`src/rtl/blink_pkg.sv`:
```
// Shared types and default timing for the blink channel transmitter and receiver.
package blink_pkg;

    typedef enum logic [1:0] {
        IDLE  = 2'd0,
        MARK  = 2'd1,
        SPACE = 2'd2
    } blink_state_e;

    localparam int FRAME_BITS = 8;

    localparam int DEF_CNT_W           = 16;
    localparam int DEF_DEBOUNCE_CYCLES = 16;
    localparam int DEF_LONG_THRESH     = 2000;
    localparam int DEF_MAX_MARK        = 8000;
    localparam int DEF_GAP_TIMEOUT     = 10000;

endpackage

```
`src/rtl/blink_pulse_rx_if.sv`:
```
// Pin and status/data signals of the blink receiver.
// The master side drives the raw pin; the slave side is the receiver itself.
interface blink_pulse_rx_if;
    logic       rx_in;
    logic [7:0] data_out;
    logic       data_valid;
    logic       frame_err;
    logic       busy;
    logic [3:0] bit_cnt;

    modport master (
        output rx_in,
        input  data_out, data_valid, frame_err, busy, bit_cnt
    );

    modport slave (
        input  rx_in,
        output data_out, data_valid, frame_err, busy, bit_cnt
    );
endinterface

```
`src/rtl/blink_debounce.sv`:
```
// Two-flop synchronizer plus debounce filter for the raw blink pin.
// Emits the filtered level and one-cycle rise/fall flags aligned with level changes.
module blink_debounce #(
    parameter int DEBOUNCE_CYCLES = 16
) (
    input  logic clk,
    input  logic rst,
    input  logic i_raw,
    output logic o_level,
    output logic o_rise,
    output logic o_fall
);
    localparam int DB_W = (DEBOUNCE_CYCLES > 1) ? $clog2(DEBOUNCE_CYCLES) : 1;
    localparam logic [DB_W-1:0] DB_LAST = DB_W'(DEBOUNCE_CYCLES - 1);

    logic            r_sync1;
    logic            r_sync2;
    logic            r_level;
    logic            r_rise;
    logic            r_fall;
    logic [DB_W-1:0] r_dbCnt;
    logic            w_settled;

    // The synchronized input must disagree with the filtered level for DEBOUNCE_CYCLES cycles in a row.
    assign w_settled = (r_sync2 != r_level) && (r_dbCnt == DB_LAST);

    always_ff @(posedge clk) begin
        if (rst) begin
            r_sync1 <= 1'b0;
            r_sync2 <= 1'b0;
            r_level <= 1'b0;
            r_rise  <= 1'b0;
            r_fall  <= 1'b0;
            r_dbCnt <= '0;
        end else begin
            r_sync1 <= i_raw;
            r_sync2 <= r_sync1;
            r_rise  <= w_settled && r_sync2;
            r_fall  <= w_settled && !r_sync2;
            if ((r_sync2 == r_level) || w_settled) begin
                r_dbCnt <= '0;
            end else begin
                r_dbCnt <= r_dbCnt + DB_W'(1);
            end
            if (w_settled) begin
                r_level <= r_sync2;
            end
        end
    end

    assign o_level = r_level;
    assign o_rise  = r_rise;
    assign o_fall  = r_fall;
endmodule

```
`src/rtl/blink_pulse_rx.sv`:
```
// Blink channel receiver: decodes short/long marks (0/1, MSB first) into bytes.
// Define BLINK_PARITY_EN to require a 9th even-parity mark per frame.
module blink_pulse_rx
    import blink_pkg::*;
#(
    parameter int CNT_W           = DEF_CNT_W,
    parameter int DEBOUNCE_CYCLES = DEF_DEBOUNCE_CYCLES,
    parameter int LONG_THRESH     = DEF_LONG_THRESH,
    parameter int MAX_MARK        = DEF_MAX_MARK,
    parameter int GAP_TIMEOUT     = DEF_GAP_TIMEOUT
) (
    input  logic             clk,
    input  logic             rst,
    blink_pulse_rx_if.slave  bus
);
`ifdef BLINK_PARITY_EN
    localparam int TOTAL_BITS = FRAME_BITS + 1;
`else
    localparam int TOTAL_BITS = FRAME_BITS;
`endif
    localparam logic [3:0]       LAST_BIT = 4'(TOTAL_BITS);
    localparam logic [CNT_W-1:0] CNT_MAX  = '1;
    localparam logic [CNT_W-1:0] LONG_T   = CNT_W'(LONG_THRESH);
    localparam logic [CNT_W-1:0] MAX_T    = CNT_W'(MAX_MARK);
    localparam logic [CNT_W-1:0] GAP_T    = CNT_W'(GAP_TIMEOUT);

    logic w_level;
    logic w_rise;
    logic w_fall;

    blink_debounce #(
        .DEBOUNCE_CYCLES (DEBOUNCE_CYCLES)
    ) u_debounce (
        .clk     (clk),
        .rst     (rst),
        .i_raw   (bus.rx_in),
        .o_level (w_level),
        .o_rise  (w_rise),
        .o_fall  (w_fall)
    );

    blink_state_e     r_state,     w_state;
    logic [CNT_W-1:0] r_markCnt,   w_markCnt;
    logic [CNT_W-1:0] r_gapCnt,    w_gapCnt;
    logic [7:0]       r_shift,     w_shift;
    logic [3:0]       r_bitCnt,    w_bitCnt;
    logic [7:0]       r_dataOut,   w_dataOut;
    logic             r_dataValid, w_dataValid;
    logic             r_frameErr,  w_frameErr;

    logic [CNT_W-1:0] w_markInc;
    logic [CNT_W-1:0] w_gapInc;
    logic [3:0]       w_bitCntInc;
    logic             w_bit;

    // Saturating increments; the incremented mark count equals the filtered high time at the fall.
    assign w_markInc   = (r_markCnt == CNT_MAX) ? r_markCnt : r_markCnt + CNT_W'(1);
    assign w_gapInc    = (r_gapCnt == CNT_MAX) ? r_gapCnt : r_gapCnt + CNT_W'(1);
    assign w_bitCntInc = r_bitCnt + 4'd1;
    assign w_bit       = (w_markInc >= LONG_T);

    always_ff @(posedge clk) begin
        if (rst) begin
            r_state     <= IDLE;
            r_markCnt   <= '0;
            r_gapCnt    <= '0;
            r_shift     <= '0;
            r_bitCnt    <= '0;
            r_dataOut   <= '0;
            r_dataValid <= 1'b0;
            r_frameErr  <= 1'b0;
        end else begin
            r_state     <= w_state;
            r_markCnt   <= w_markCnt;
            r_gapCnt    <= w_gapCnt;
            r_shift     <= w_shift;
            r_bitCnt    <= w_bitCnt;
            r_dataOut   <= w_dataOut;
            r_dataValid <= w_dataValid;
            r_frameErr  <= w_frameErr;
        end
    end

    always_comb begin
        w_state     = r_state;
        w_markCnt   = r_markCnt;
        w_gapCnt    = r_gapCnt;
        w_shift     = r_shift;
        w_bitCnt    = r_bitCnt;
        w_dataOut   = r_dataOut;
        w_dataValid = 1'b0;
        w_frameErr  = 1'b0;

        case (r_state)
            IDLE: begin
                if (w_rise) begin
                    w_markCnt = '0;
                    w_state   = MARK;
                end
            end

            MARK: begin
                w_markCnt = w_markInc;
                if (w_fall) begin
                    if (w_markInc > MAX_T) begin
                        w_frameErr = 1'b1;
                        w_bitCnt   = '0;
                        w_state    = IDLE;
                    end else if (w_bitCntInc == LAST_BIT) begin
                        w_bitCnt = '0;
                        w_state  = IDLE;
`ifdef BLINK_PARITY_EN
                        // Even parity: the parity mark equals the XOR of the eight data bits.
                        if (w_bit == ^r_shift) begin
                            w_dataOut   = r_shift;
                            w_dataValid = 1'b1;
                        end else begin
                            w_frameErr  = 1'b1;
                        end
`else
                        w_dataOut   = {r_shift[6:0], w_bit};
                        w_dataValid = 1'b1;
`endif
                    end else begin
                        w_shift  = {r_shift[6:0], w_bit};
                        w_bitCnt = w_bitCntInc;
                        w_gapCnt = '0;
                        w_state  = SPACE;
                    end
                end
            end

            SPACE: begin
                w_gapCnt = w_gapInc;
                if (w_rise) begin
                    w_markCnt = '0;
                    w_state   = MARK;
                end else if (!w_level && (w_gapInc >= GAP_T) &&
                             (r_bitCnt != 4'd0) && (r_bitCnt < LAST_BIT)) begin
                    w_frameErr = 1'b1;
                    w_bitCnt   = '0;
                    w_state    = IDLE;
                end
            end

            default: begin
                w_state = IDLE;
            end
        endcase
    end

    assign bus.data_out   = r_dataOut;
    assign bus.data_valid = r_dataValid;
    assign bus.frame_err  = r_frameErr;
    assign bus.busy       = (r_state != IDLE);
    assign bus.bit_cnt    = r_bitCnt;
endmodule

```
`src/flat_wrapper.sv`:
```
// flat-port wrapper written by rule: the top's interface ports become plain ports
module blink_pulse_rx_flat import blink_pkg::*;
#(
    parameter int CNT_W           = DEF_CNT_W,
    parameter int DEBOUNCE_CYCLES = DEF_DEBOUNCE_CYCLES,
    parameter int LONG_THRESH     = DEF_LONG_THRESH,
    parameter int MAX_MARK        = DEF_MAX_MARK,
    parameter int GAP_TIMEOUT     = DEF_GAP_TIMEOUT
)
  (clk, rst, bus_rx_in, bus_data_out, bus_data_valid, bus_frame_err, bus_busy, bus_bit_cnt);
  blink_pulse_rx_if bus_i ();
  input  logic clk;
  input  logic rst;
  input wire logic [$bits(bus_i.rx_in)-1:0] bus_rx_in;
  output wire logic [$bits(bus_i.data_out)-1:0] bus_data_out;
  output wire logic [$bits(bus_i.data_valid)-1:0] bus_data_valid;
  output wire logic [$bits(bus_i.frame_err)-1:0] bus_frame_err;
  output wire logic [$bits(bus_i.busy)-1:0] bus_busy;
  output wire logic [$bits(bus_i.bit_cnt)-1:0] bus_bit_cnt;
  assign bus_i.rx_in = bus_rx_in;
  assign bus_data_out = bus_i.data_out;
  assign bus_data_valid = bus_i.data_valid;
  assign bus_frame_err = bus_i.frame_err;
  assign bus_busy = bus_i.busy;
  assign bus_bit_cnt = bus_i.bit_cnt;
  blink_pulse_rx #(.CNT_W(CNT_W), .DEBOUNCE_CYCLES(DEBOUNCE_CYCLES), .LONG_THRESH(LONG_THRESH), .MAX_MARK(MAX_MARK), .GAP_TIMEOUT(GAP_TIMEOUT)) u_core (.clk(clk), .rst(rst), .bus(bus_i));
endmodule
```
`config.mk`:
```
export PLATFORM = sky130hd
export DESIGN_NAME = blink_pulse_rx_flat
export DESIGN_NICKNAME = d
export VERILOG_FILES = /design/src/rtl/blink_pkg.sv /design/src/rtl/blink_pulse_rx_if.sv /design/src/rtl/blink_debounce.sv /design/src/rtl/blink_pulse_rx.sv /design/src/flat_wrapper.sv
export SDC_FILE = /design/constraint.sdc
export NUM_CORES = 1
export LEC_CHECK = 0
export BUFFER_PORTS_ARGS = -buffer_cell sky130_fd_sc_hd__buf_2
export CAP_MARGIN = 0
export CORE_MARGIN = 2
export CORE_UTILIZATION = 30
export CTS_CLUSTER_DIAMETER = 30
export CTS_CLUSTER_SIZE = 14
export DETAILED_ROUTE_END_ITERATION = 7
export PLACE_DENSITY = 0.47
export SLEW_MARGIN = 20
export SYNTH_ARGS = -nofsm -noshare
export SYNTH_HDL_FRONTEND = slang
export SYNTH_SLANG_ARGS = --single-unit
```
`constraint.sdc`:
```
create_clock -name clk -period 7 [get_ports clk]
set_clock_uncertainty 0.05 [all_clocks]
set_input_delay 1.05 -clock clk [delete_from_list [all_inputs] [get_ports clk]]
set_output_delay 1.05 -clock clk [all_outputs]
set_load 0.05 [all_outputs]
```
# Yosys cells after proc, flatten, opt, wreduce, memory -nomap -nowiden
# Index checks and enable logic that the tools add are counted.
[word_totals]
input_bits = 3
word_cells = 92
out_inout_bits = 15
ff_bits = 64
[op_classes]
order_cmp = 4
reduce_logical = 23
add_sub_neg = 4
muxes = 27
n_bitwise = 4
eq_ne = 16
[ops]
columns = ["cell", "n"]
rows = [
  ["2-to-1 mux 16 bit", 6],
  ["case mux 16 bit (2 select lines)", 2],
  ["adder 16 x 1 -> 16 bit (second input constant)", 2],
  ["equality test 16 bit (second input constant)", 2],
  ["2-to-1 mux 4 bit", 5],
  ["greater-or-equal comparator 16 x 11 -> 1 bit (second input constant)", 1],
  ["greater-or-equal comparator 16 x 14 -> 1 bit (second input constant)", 1],
  ["> comparator 16 x 13 -> 1 bit (second input constant)", 1],
  ["AND reduction 4 bit", 4],
  ["2-to-1 mux 2 bit", 6],
  ["inequality test 2 bit (second input constant)", 5],
  ["adder 4 x 1 -> 4 bit (second input constant)", 2],
  ["equality test 4 bit (second input constant)", 2],
  ["case mux 4 bit (2 select lines)", 1],
  ["logical AND 1 bit", 6],
  ["case mux 2 bit (3 select lines)", 1],
  ["nonzero test 2 bit", 3],
  ["2-to-1 mux 1 bit", 5],
  ["< comparator 4 bit (second input constant)", 1],
  ["inequality test 2 x 1 -> 1 bit (second input constant)", 2],
  ["NOT 1 bit", 4],
  ["nonzero test 4 bit", 1],
  ["OR reduction 2 bit", 2],
  ["OR reduction 4 bit", 1],
  ["other kinds (11)", 12],
]

# Depth between registers and ports, before layout
# Gate-level depths: netlist (run 1).
[depth]
ltp_word = 9
depth_mapped = 12

# Cells and area by module
# From an unflattened synthesis (run 1), not the netlist that was laid out.
[unflattened]
cells_unflattened = 462
area_unflattened_um2 = 3772.4
[modules_own_cells]
columns = ["mod", "area_per_inst_um2", "instances", "cells_each"]
rows = [
  ["blink_pulse_rx", 3463.3, 1, 434],
  ["blink_debounce", 309.0, 1, 28],
]

# Worst setup path before layout (run 1)
# OpenSTA, ideal clock, no wires.
[synth_path]
kind = "reg2reg"
from = "register u_core.r_markCnt[9]"
to = "register u_core.r_shift[0]"
t_required_ns = 6.829
period_less_slack_ns = 2.674
path_stages_with_launch = 12
setup_time_ns = 0.121
arrival_time_ns = 2.503
path_slack_ns = 4.326
path_buffers = 4
cell_sequence = "dfxtp_1 > buf_2 > and4_1 > clkbuf_1 > and4_1 > clkbuf_1 > mux2i_1 > nor3b_2 > nand3_1 > a211o_1 > buf_2 > mux2_4"
[synth_between]
elab_chain_cells = 5
[synth_lines]
columns = ["element", "line", "rtl"]
rows = [
  ["start, declared", "blink_pulse_rx.sv:43", "logic [CNT_W-1:0] r_markCnt, w_markCnt;"],
  ["start signal, assigned", "blink_pulse_rx.sv:74", "r_markCnt <= w_markCnt;"],
  ["adder 16 x 1 -> 16 bit or equality test 16 bit (tied branches)", "blink_pulse_rx.sv:57", "assign w_markInc = (r_markCnt == CNT_MAX) ? r_markCnt : r_markCnt + CNT_W'(1);"],
  ["2-to-1 mux 16 bit (*)", "blink_pulse_rx.sv:57", ""],
  ["> comparator 16 x 13 -> 1 bit", "blink_pulse_rx.sv:105", "if (w_markInc > MAX_T) begin"],
  ["NOT 1 bit (no source line)", "-", ""],
  ["AND reduction 4 bit (no source line)", "-", ""],
  ["end signal, assigned", "blink_pulse_rx.sv:76", "r_shift <= w_shift;"],
  ["end, declared", "blink_pulse_rx.sv:45", "logic [7:0] r_shift, w_shift;"],
]
# Every way passes the cells marked *; elsewhere a longest branch is shown, timed or not.
# A chain may end at the register's enable or synchronous reset.

# Worst setup path in the final report (run 1)
[layout_path]
from = "register u_core.r_markCnt[0]"
to = "register u_core.r_dataOut[5], in the netlist u_core.bus.data_out[5]"
[layout_between]
elab_chain_cells = 5
[layout_lines]
columns = ["element", "line", "rtl"]
rows = [
  ["adder 16 x 1 -> 16 bit or equality test 16 bit (tied branches)", "blink_pulse_rx.sv:57", ""],
  ["2-to-1 mux 16 bit (*)", "blink_pulse_rx.sv:57", ""],
  ["> comparator 16 x 13 -> 1 bit (*)", "blink_pulse_rx.sv:105", ""],
  ["NOT 1 bit (no source line) (*)", "-", ""],
  ["AND reduction 4 bit (no source line) (*)", "-", ""],
  ["end signal, assigned", "blink_pulse_rx.sv:78", "r_dataOut <= w_dataOut;"],
  ["end, declared", "blink_pulse_rx.sv:47", "logic [7:0] r_dataOut, w_dataOut;"],
]
# Marks and branches as above.

==> impl_metrics.yaml, run 1 <==
pwr:
  maximum_ir_drop_on_the_vdd_rail_mv: 0.0911
  leakage_uw: 0.00163
  seqPwrFrac_pct: 42.3
  p_sw_share_pct: 23.6
  comb_power_share_pct: 5.8
  switchingPower_uw: 205
  clockPowerShare_pct: 51.9
  intPower_uw: 665
  power_density_cells_mw_per_mm2: 200
yosys:
  yosysWarningCount: 0
  mappedNetlistArea_mm2: 0.00389
  synth_sequential_area_ratio_pct: 32.9
  number_of_flops_mapped_to_enable_cells_by_yosys: 0
  synth.net_count: 492
  synth_area_per_cell_um2: 8.11
  synthArstFlopShare_pct: 0
  yosysUniqueCellTypes: 69
  netlist_instances: 480
  yosys_most_used_dff: "dfxtp_1"
  synth_seq_cells: 64
finish:
  antenna_cells: 0
  syn_to_final_growth_pct: 11.8
  post_route_cells_drive_above_1_share_pct: 12.1
  utilization_pct: 34.3
  layout.nets: 487
  fillCellCount: 1329
  layout.cells.most_common: "dfxtp_1"
  final_design_area_no_fill_mm2: 0.00435
  layout_common_cells: "dfxtp_1 (64), nor2_1 (56), nand2_1 (38)"
clocking:
  cts_setup_buffers: 0
  cts.path.max_buffers: 2
  hold_buffers: 0
  tritoncts_clock_tree: "built"
  cts.htree.levels: 3
  post_cts_resize_count: 0
  cts_root_buf: "clkbuf_16"
  tritoncts_num_sinks: 64
  cts_made_buffers: 9
  clk_pin_slew_ns: 0.06
  clk_latency_ns: 0.33
floorplanning:
  ioPinCount: 18
  core_area_mm2: 0.0127
  rows: 41
  die-height_um: 118
  die_width_um: 118
  die-area_mm2: 0.0139
  initial_core_util_pct: 30.7
global_routing:
  grt_pass1_vias: 3324
  initial_antenna_violation_count: 0
  grt_start_max_net_pins: 59
  grt_overflow: 0
  grt_usage_pct: 14.5
  grt_pass1_wl_um: 16600
drt:
  first_pass_drt_iterations: 4
  first_iter_violations: 250
  routed_wirelength_um: 9740
  avgViaCountPerCell: 5.35
  wl_per_cell_um: 14.9
  final_antenna_net_count: 0
  vias: 3491
  route.detailed.drc: 0
sta:
  setup_viol_count_final: 0
  setup_tns_ns: 0
  worst_pin_slew_ns: 0.963
  slew_violations: 0
  grt_setup_unrepaired: "false"
  top_achievable_clock_speed_ghz: 0.294
  fin_crit_ns: 3.41
  period_share_pct: 48.7
  hold_viol: 0
  relSlewSlack_pct: 35.8
critical_path:
  cp_data_arrival_time_ns: 3.55
  critPathKind: "reg2reg"
  crit_path_max_fanout: 10
  cp.required_ns: 7.14
  setup.worst_path.end_class: "register"
  critical_path.startpoint_type: "register"
place:
  port_buffers: 17
  detailed_placement_hpwl_um: 6670
  routabilityCongestion: 0.833
  placedInstanceArea_mm2: 0.00405
outcome:
  status: "complete, no violations"
run:
  max-cap-violations: 0
worst_hold_path:
  worst_hold_path_type: "reg2reg"
-- sequential cells by signal (all words and copies together), names as in the netlist --
| register | count |
|---|---|
| u_core.r_markCnt | 16 |
| u_core.u_debounce.r_sync1 | 1 |
| u_core.u_debounce.o_fall | 1 |
| u_core.u_debounce.o_level | 1 |
| u_core.bus.frame_err | 1 |
| u_core.bus.data_valid | 1 |
| u_core.u_debounce.r_sync2 | 1 |
| u_core.r_gapCnt | 16 |
| u_core.r_state | 2 |
| u_core.bus.bit_cnt | 4 |
| u_core.u_debounce.o_rise | 1 |
| u_core.r_shift | 7 |
| u_core.bus.data_out | 8 |
| u_core.u_debounce.r_dbCnt | 4 |
-- through the flow --
step / hold slack, ns / cells / worst slack [ns] / total power, µW
floorplan: 0.364 / 480 / 4.33 / 415
global placement: 0.383 / 636 / 3.69 / 426
detailed placement: 0.391 / 636 / 3.60 / 426
CTS: 0.402 / 652 / 3.59 / 882
global route: 0.423 / 652 / 3.30 / 902
finish: 0.399 / 652 / 3.59 / 870
-- Yosys cell counts (all sizes together), types with 3 or more instances --
library cell  instances  area share [%]
nor3b                 4             1.0
o21ai                17             2.3
nand3                27             3.7
clkbuf               22             2.1
and4                  9             2.0
a31oi                17             2.7
nor4                  4             1.4
mux2i                22             5.7
and3                 10             1.6
o211ai                4            0.77
a21oi                23             3.0
dfxtp                64              33
a21o                  6             1.2
a31o                  3            0.67
ha                    9             2.9
buf                  13             2.0
o22ai                 4            0.80
o31ai                 4            0.90
o221ai                3            0.67
xnor2                 3            0.67
nand2b                3            0.48
a211oi                5            0.96
a311oi                3            0.67
nor3                 22             3.3
nand4                14             2.6
nand2                38             3.7
nor2                 57             5.6
xor2                  7             1.6
and2                  7             1.1
a21boi                3            0.58
nor2b                 8             1.3
inv                  13             1.3
mux2                  3            0.96
-- cell families (layout without fill, tap and decap cells) --
group	Yosys count	after routing	share of synthesized area (%)
adder cells (fa/ha/maj)	9	9	2.89
multiplexers	25	25	6.62
AO/OA/AOI/OAI	114	114	20.7
flip-flops	64	64	32.9
buffers and inverters	48	48	5.40
XOR/XNOR	10	10	2.25
AND/OR/NAND/NOR	210	210	29.2
-- final cells by class --
cell class | instances | area [µm²] | area share (%)
Inverter | 13 | 48.8 | 1.12
Sequential cell | 64 | 1280 | 29.4
Clock buffer | 11 | 243 | 5.58
Clock inverter | 5 | 56.3 | 1.29
Multi-Input combinational cell | 368 | 2410 | 55.3
Timing Repair Buffer | 19 | 100 | 2.30
Tap cell | 172 | 215 | 4.95
-- path summary, 6_finish.rpt --
kind | cells after the start | slack [ns] | from | to
max | 9 | 3.59 | u_core.r_markCnt[0] | u_core.bus.data_out[5]
max reg2reg | 9 | 3.59 | u_core.r_markCnt[0] | u_core.bus.data_out[5]
min | 1 | 0.40 | u_core.u_debounce.r_dbCnt[0] | u_core.u_debounce.r_dbCnt[0]
min reg2reg | 1 | 0.40 | u_core.u_debounce.r_dbCnt[0] | u_core.u_debounce.r_dbCnt[0]
-- critical path, cell delays in order (launching register included) --
cell      delay (ns)
dfxtp_1         0.48
ha_1            0.27
nand3_2         0.17
nor4_4          0.54
mux2i_1         0.20
nor4_4          0.35
o21ai_2         0.13
a211oi_2        0.76
mux2i_1         0.27
nor2_1          0.06
-- power groups by stage --
| stage | Clock (µW) | Combinational (µW) | Sequential, µW |
|---|---|---|---|
| global placement | 0 | 50.2 | 375 |
| CTS | 464 | 50.4 | 368 |
| finish | 451 | 50.5 | 368 |
| global route | 479 | 55.3 | 368 |
| detailed placement | 0 | 50.4 | 376 |
| floorplan | 0 | 39.7 | 375 |
-- per-layer routing --
layer / global-route usage, % / vias to the layer above / wire length (µm)
met5: 0 / - / 0
met4: 5.57 / 0 / 146
met3: 3.92 / 13 / 375
met2: 21.8 / 70 / 4320
met1: 19.9 / 1648 / 4900
li1: - / 1760 / -
Note: power is estimated with default switching activity, not from simulation.
==> inputs of run 2 (changes only) <==
- PLACE_DENSITY: 0.47 -> 0.48
- clock period: 7 -> 2.7 ns (I/O delays scaled with it)
==> run 2 against run 1 <==
Die area unchanged; global-route usage up 1.8 points; largest power group unchanged; setup slack worse by 3.5 ns; maximum frequency up 29%; sequential share of layout area down 4.9 points; clock-buffer cell count unchanged; critical path depth up 4; cell count up 14%; critical endpoint is now u_core.r_gapCnt[8].
==> impl_metrics.yaml, run 2 (synthesis gave the netlist of run 1 again) <==
outcome:
  status: "complete, no violations"
global_routing:
  grt_pass1_wl_um: 18400
  grt_pass1_vias: 3705
  grt_start_max_net_pins: 57
  grt_usage_pct: 16.4
  grt_overflow: 0
  initial_antenna_violation_count: 0
critical_path:
  critical_path_s_slowest_cell: "nor4_4"
  cp.required_ns: 2.93
  setup.worst_path.end_class: "register"
  worst_path_most_repeated_cell: "buf_4"
  worst-path-buf-inv: 6
  cp_data_arrival_time_ns: 2.87
  critPathKind: "reg2reg"
  r2r.worst_path.cells: 13
  critical_path.cell_chain: "buf_4 -> and4_1 -> buf_4 -> nand4_1 -> a31oi_1 -> buf_4 -> nor4_4 -> o2111ai_2 -> buf_4 -> buf_4 -> buf_4 -> a31oi_1 -> a22o_1"
  timing.critical_path.slowest_cell_delay_ns: 0.35
  rr_startpoint: "u_core.r_markCnt[15]"
  crit_path_max_fanout: 5
  r2r_setup_slack_ns: 0.06
  worst_r2r_endpoint: "u_core.r_gapCnt[8]"
  cp_top_family: "buffers and inverters"
  critical_path.startpoint_type: "register"
drt:
  final_antenna_net_count: 0
  wl_per_cell_um: 15.4
  routed_wirelength_um: 11400
  first_pass_drt_iterations: 4
  route.detailed.drc: 0
  first_iter_violations: 255
  vias: 3937
  avgViaCountPerCell: 5.31
sta:
  grt_setup_unrepaired: "true"
  fin_crit_ns: 2.64
  worst_pin_slew_ns: 0.645
  final.hold.worst_slack_ns: 0.230
  setup_viol_count_final: 0
  slew_violations: 0
  period_share_pct: 97.6
  hold_viol: 0
  relSlewSlack_pct: 57.0
  top_achievable_clock_speed_ghz: 0.379
pwr:
  post-layout-total-power_uw: 2280
  leakage_uw: 0.00213
  maximum_ir_drop_on_the_vdd_rail_mv: 0.565
  power_density_cells_mw_per_mm2: 431
worst_hold_path:
  worst_hold_path.endpoint: "u_core.u_debounce.r_sync1"
  worst_hold_path_type: "in2reg"
  holdPathStages: 2
  hold_path.startpoint: "bus_rx_in"
floorplanning:
  die-height_um: 118
  rows: 41
  core_area_mm2: 0.0127
  die_width_um: 118
  ioPinCount: 18
  initial_core_util_pct: 30.7
  die-area_mm2: 0.0139
place:
  routabilityCongestion: 0.904
  detailed_placement_hpwl_um: 7680
  port_buffers: 17
clocking:
  tritoncts_num_sinks: 64
  clk_pin_slew_ns: 0.05
  clk_latency_ns: 0.34
  cts_root_buf: "clkbuf_16"
  cts_made_buffers: 9
  cts.htree.levels: 3
  cts.path.max_buffers: 2
  tritoncts_clock_tree: "built"
finish:
  post_route_cells_drive_above_1_share_pct: 32.9
  layout_common_cells: "buf_4 (82), nor2_1 (55), dfxtp_1 (50)"
  antenna_cells: 0
  syn_to_final_growth_pct: 35.7
  layout.cells.most_common: "buf_4"
  layout.nets: 576
run:
  max-cap-violations: 0
-- run 2: changes by cell type in the layout (fill, tap and decap cells not counted), moves of 3 or more --
cell,delta
dfxtp_1,-14
buf_4,+80
nor3_1,-3
dfxtp_2,+14
buf_6,+6
and4_1,-3
-- run 2: per-stage QoR --
step	utilization [%]	area [µm²]	TNS, ns	setup WS (ns)	cells
floorplan	-	3890	0	0.0258	480
global placement	36.5	4630	-0.100	-0.0227	711
detailed placement	36.5	4630	-0.667	-0.0809	711
CTS	39.9	5050	0	0.00404	734
global route	41.7	5280	-0.309	-0.0369	741
finish	41.7	5280	0	0.0645	741
-- run 2: layout make-up --
class,instances,area [µm²]
inverters,13,48.8
clock inverters,5,56.3
fillers,1300,7390
repair buffers,108,836
clock buffers,11,243
flip-flops and latches,64,1300
well taps,172,215
multi-input cells,368,2580
-- run 2: power breakdown --
group,switching [µW],leakage (µW),internal (µW),total (µW)
clock,429,0.000145,737,1170
sequential,3.13,0.000523,950,953
combinational,103,0.00147,54.1,157
total,535,0.00213,1740,2280
-- run 2: timing repair --
item                       in CTS  in global routing
buffers inserted                6                  7
cloned                          1                  0
pin swaps                       6                 17
setup endpoints to repair      20                 37
gates resized for setup        12                 46
hold buffers                    0                  0
-- run 2: worst max-delay path by stage --
stage | from | endpoint | slack [ns] | cells after the start
final | u_core.r_markCnt[15] | u_core.r_gapCnt[8] | 0.06 | 13
after global routing | u_core.r_markCnt[13] | u_core.bus.data_out[7] | -0.04 | 12
after CTS | u_core.r_markCnt[1] | u_core.r_gapCnt[4] | 0.004 | 10
after detailed placement | u_core.r_markCnt[1] | u_core.r_gapCnt[14] | -0.08 | 9
after global placement | u_core.r_markCnt[0] | u_core.r_gapCnt[4] | -0.02 | 10
after floorplan | u_core.r_markCnt[9] | u_core.r_shift[0] | 0.03 | 11
-- run 2: metal layers --
metal  GRT usage (%)  up-vias  wire length, µm
li1                -     1939                -
met1            21.2     1900             5400
met2            26.0       80             5330
met3            4.26       18              497
met4            6.17        0              211
met5               0        -                0
==> inputs of run 3 (changes only) <==
- PLACE_DENSITY: 0.48 -> default
==> run 3 against run 2 <==
Non-clock buffer count is 1 lower; worst hold slack worse by 0.0019 ns; highest routed layer unchanged; cell area is 0.21% lower; flip-flop and latch count stayed put; largest power group unchanged; setup slack worse by 0.011 ns; global-route usage is 0.72 points lower; critical path type unchanged; combinational power is 14% higher; die area stayed put.
==> impl_metrics.yaml, run 3 (synthesis gave the netlist of run 1 again) <==
finish:
  layout_common_cells: "buf_4 (82), nor2_1 (56), dfxtp_1 (55)"
  finish.cell_count_without_fillers: 741
  final_design_area_no_fill_mm2: 0.00527
  layout.cells.most_common: "buf_4"
  syn_to_final_growth_pct: 35.4
  layout.nets: 576
  utilization_pct: 41.6
  antenna_cells: 0
  post_route_cells_drive_above_1_share_pct: 31.5
  fillCellCount: 1268
critical_path:
  cp_data_arrival_time_ns: 2.88
  timing.critical_path.slowest_cell_delay_ns: 0.36
  critPathKind: "reg2reg"
  worst-path-buf-inv: 3
  setup.worst_path.end_class: "register"
  critical_path.startpoint_type: "register"
  crit_path_max_fanout: 4
  cp_top_family: "simple AND/OR/NAND/NOR gates"
  cp.required_ns: 2.93
  critical_path_s_slowest_cell: "dfxtp_4"
  critical_path.cell_chain: "ha_4 -> nand3_4 -> nor4_4 -> mux2i_2 -> nor4_4 -> buf_4 -> o2111ai_4 -> nand3_4 -> buf_6 -> buf_6 -> a31oi_4 -> a21o_1"
  r2r_setup_slack_ns: 0.05
place:
  detailed_placement_hpwl_um: 7700
  placedInstanceArea_mm2: 0.00462
  routabilityCongestion: 0.846
  dp_cells: 711
  port_buffers: 17
  detailedPlace.worstSlack_ns: -0.166
worst_hold_path:
  worst_hold_path_type: "in2reg"
clocking:
  tritoncts_num_sinks: 64
  hold_buffers: 0
  cts_made_buffers: 9
  clk_latency_ns: 0.33
  clk_pin_slew_ns: 0.06
  cts_root_buf: "clkbuf_16"
  tritoncts_clock_tree: "built"
  cts.path.max_buffers: 2
  cts.htree.levels: 3
run:
  max-cap-violations: 0
sta:
  relSlewSlack_pct: 65.1
  worst_pin_slew_ns: 0.522
  slew_violations: 0
  setup_viol_count_final: 0
  hold_viol: 0
  setup_ws_final_ns: 0.0532
  grt_setup_unrepaired: "true"
  fin_crit_ns: 2.65
  top_achievable_clock_speed_ghz: 0.378
  period_share_pct: 98.0
drt:
  first_iter_violations: 330
  first_pass_drt_iterations: 5
  route.detailed.drc: 0
  vias: 3965
  final_antenna_net_count: 0
  routed_wirelength_um: 10900
  avgViaCountPerCell: 5.35
  wl_per_cell_um: 14.7
pwr:
  power_density_cells_mw_per_mm2: 436
  maximum_ir_drop_on_the_vdd_rail_mv: 0.405
  leakage_uw: 0.00209
floorplanning:
  rows: 41
  initial_core_util_pct: 30.7
  die_width_um: 118
  core_area_mm2: 0.0127
  ioPinCount: 18
  die-area_mm2: 0.0139
  die-height_um: 118
global_routing:
  grt_start_max_net_pins: 40
  initial_antenna_violation_count: 0
  grt_usage_pct: 15.6
  grt_overflow: 0
  grt_pass1_vias: 3816
  grt_pass1_wl_um: 18000
outcome:
  status: "complete, no violations"
[run 3: changes by cell type in the layout (fill, tap and decap cells not counted), moves of 2 or more]
| cell | previous run | this run |
|---|---|---|
| dfxtp_2 | 14 | 7 |
| a31oi_1 | 17 | 14 |
| dfxtp_4 | 0 | 2 |
| dfxtp_1 | 50 | 55 |
| buf_12 | 2 | 0 |
| nor3_2 | 6 | 8 |
| buf_6 | 6 | 8 |
| ha_2 | 2 | 0 |
| clkinv_2 | 2 | 0 |
| a31oi_4 | 0 | 3 |
| clkinvlp_4 | 1 | 3 |
[run 3: area by class of cell]
cell class / instances / area (µm²) / share of cell area, %
multi-input cells: 369 / 2620 / 49.7
well taps: 172 / 215 / 4.08
clock buffers: 10 / 229 / 4.34
repair buffers: 107 / 791 / 15.0
clock inverters: 6 / 70.1 / 1.33
inverters: 13 / 48.8 / 0.926
flip-flops and latches: 64 / 1300 / 24.6
[run 3: through the flow]
step / setup TNS, ns / total power (µW) / hold WS [ns]
detailed placement: -1.68 / 1130 / 0.390
finish: 0 / 2300 / 0.228
floorplan: 0 / 1080 / 0.364
global placement: -0.321 / 1120 / 0.367
CTS: 0 / 2300 / 0.223
global route: -0.591 / 2380 / 0.263
[run 3: final timing paths]
kind	endpoint	cells past startpoint	start
worst max register to register	u_core.r_gapCnt[6]	12	u_core.r_markCnt[1]
worst max-delay path	u_core.r_gapCnt[6]	12	u_core.r_markCnt[1]
worst min-delay path	u_core.u_debounce.r_sync1	2	bus_rx_in
worst min register to register	u_core.u_debounce.r_sync2	1	u_core.u_debounce.r_sync1
[run 3: layer usage]
layer | vias up | track usage (%) | part of all wire, % | routed length [µm]
met4 | 0 | 6.55 | 1.9 | 210
met2 | 89 | 25.7 | 48 | 5270
met3 | 20 | 2.28 | 3.4 | 369
met1 | 1920 | 20.5 | 46 | 5070
li1 | 1936 | - | - | -
met5 | - | 0 | 0 | 0
[run 3: what timing repair did]
| action | in CTS | in global routing |
|---|---|---|
| endpoints found under the setup margin | 25 | 36 |
| buffers inserted | 2 | 10 |
| pin swaps | 2 | 18 |
| resized for setup | 5 | 51 |
| cloned | 0 | 2 |
[run 3: power by group]
part           leakage [µW]  switching (µW)  internal [µW]
registers          0.000521            3.30            947
clock network      0.000135             449            717
logic               0.00143             116           63.3
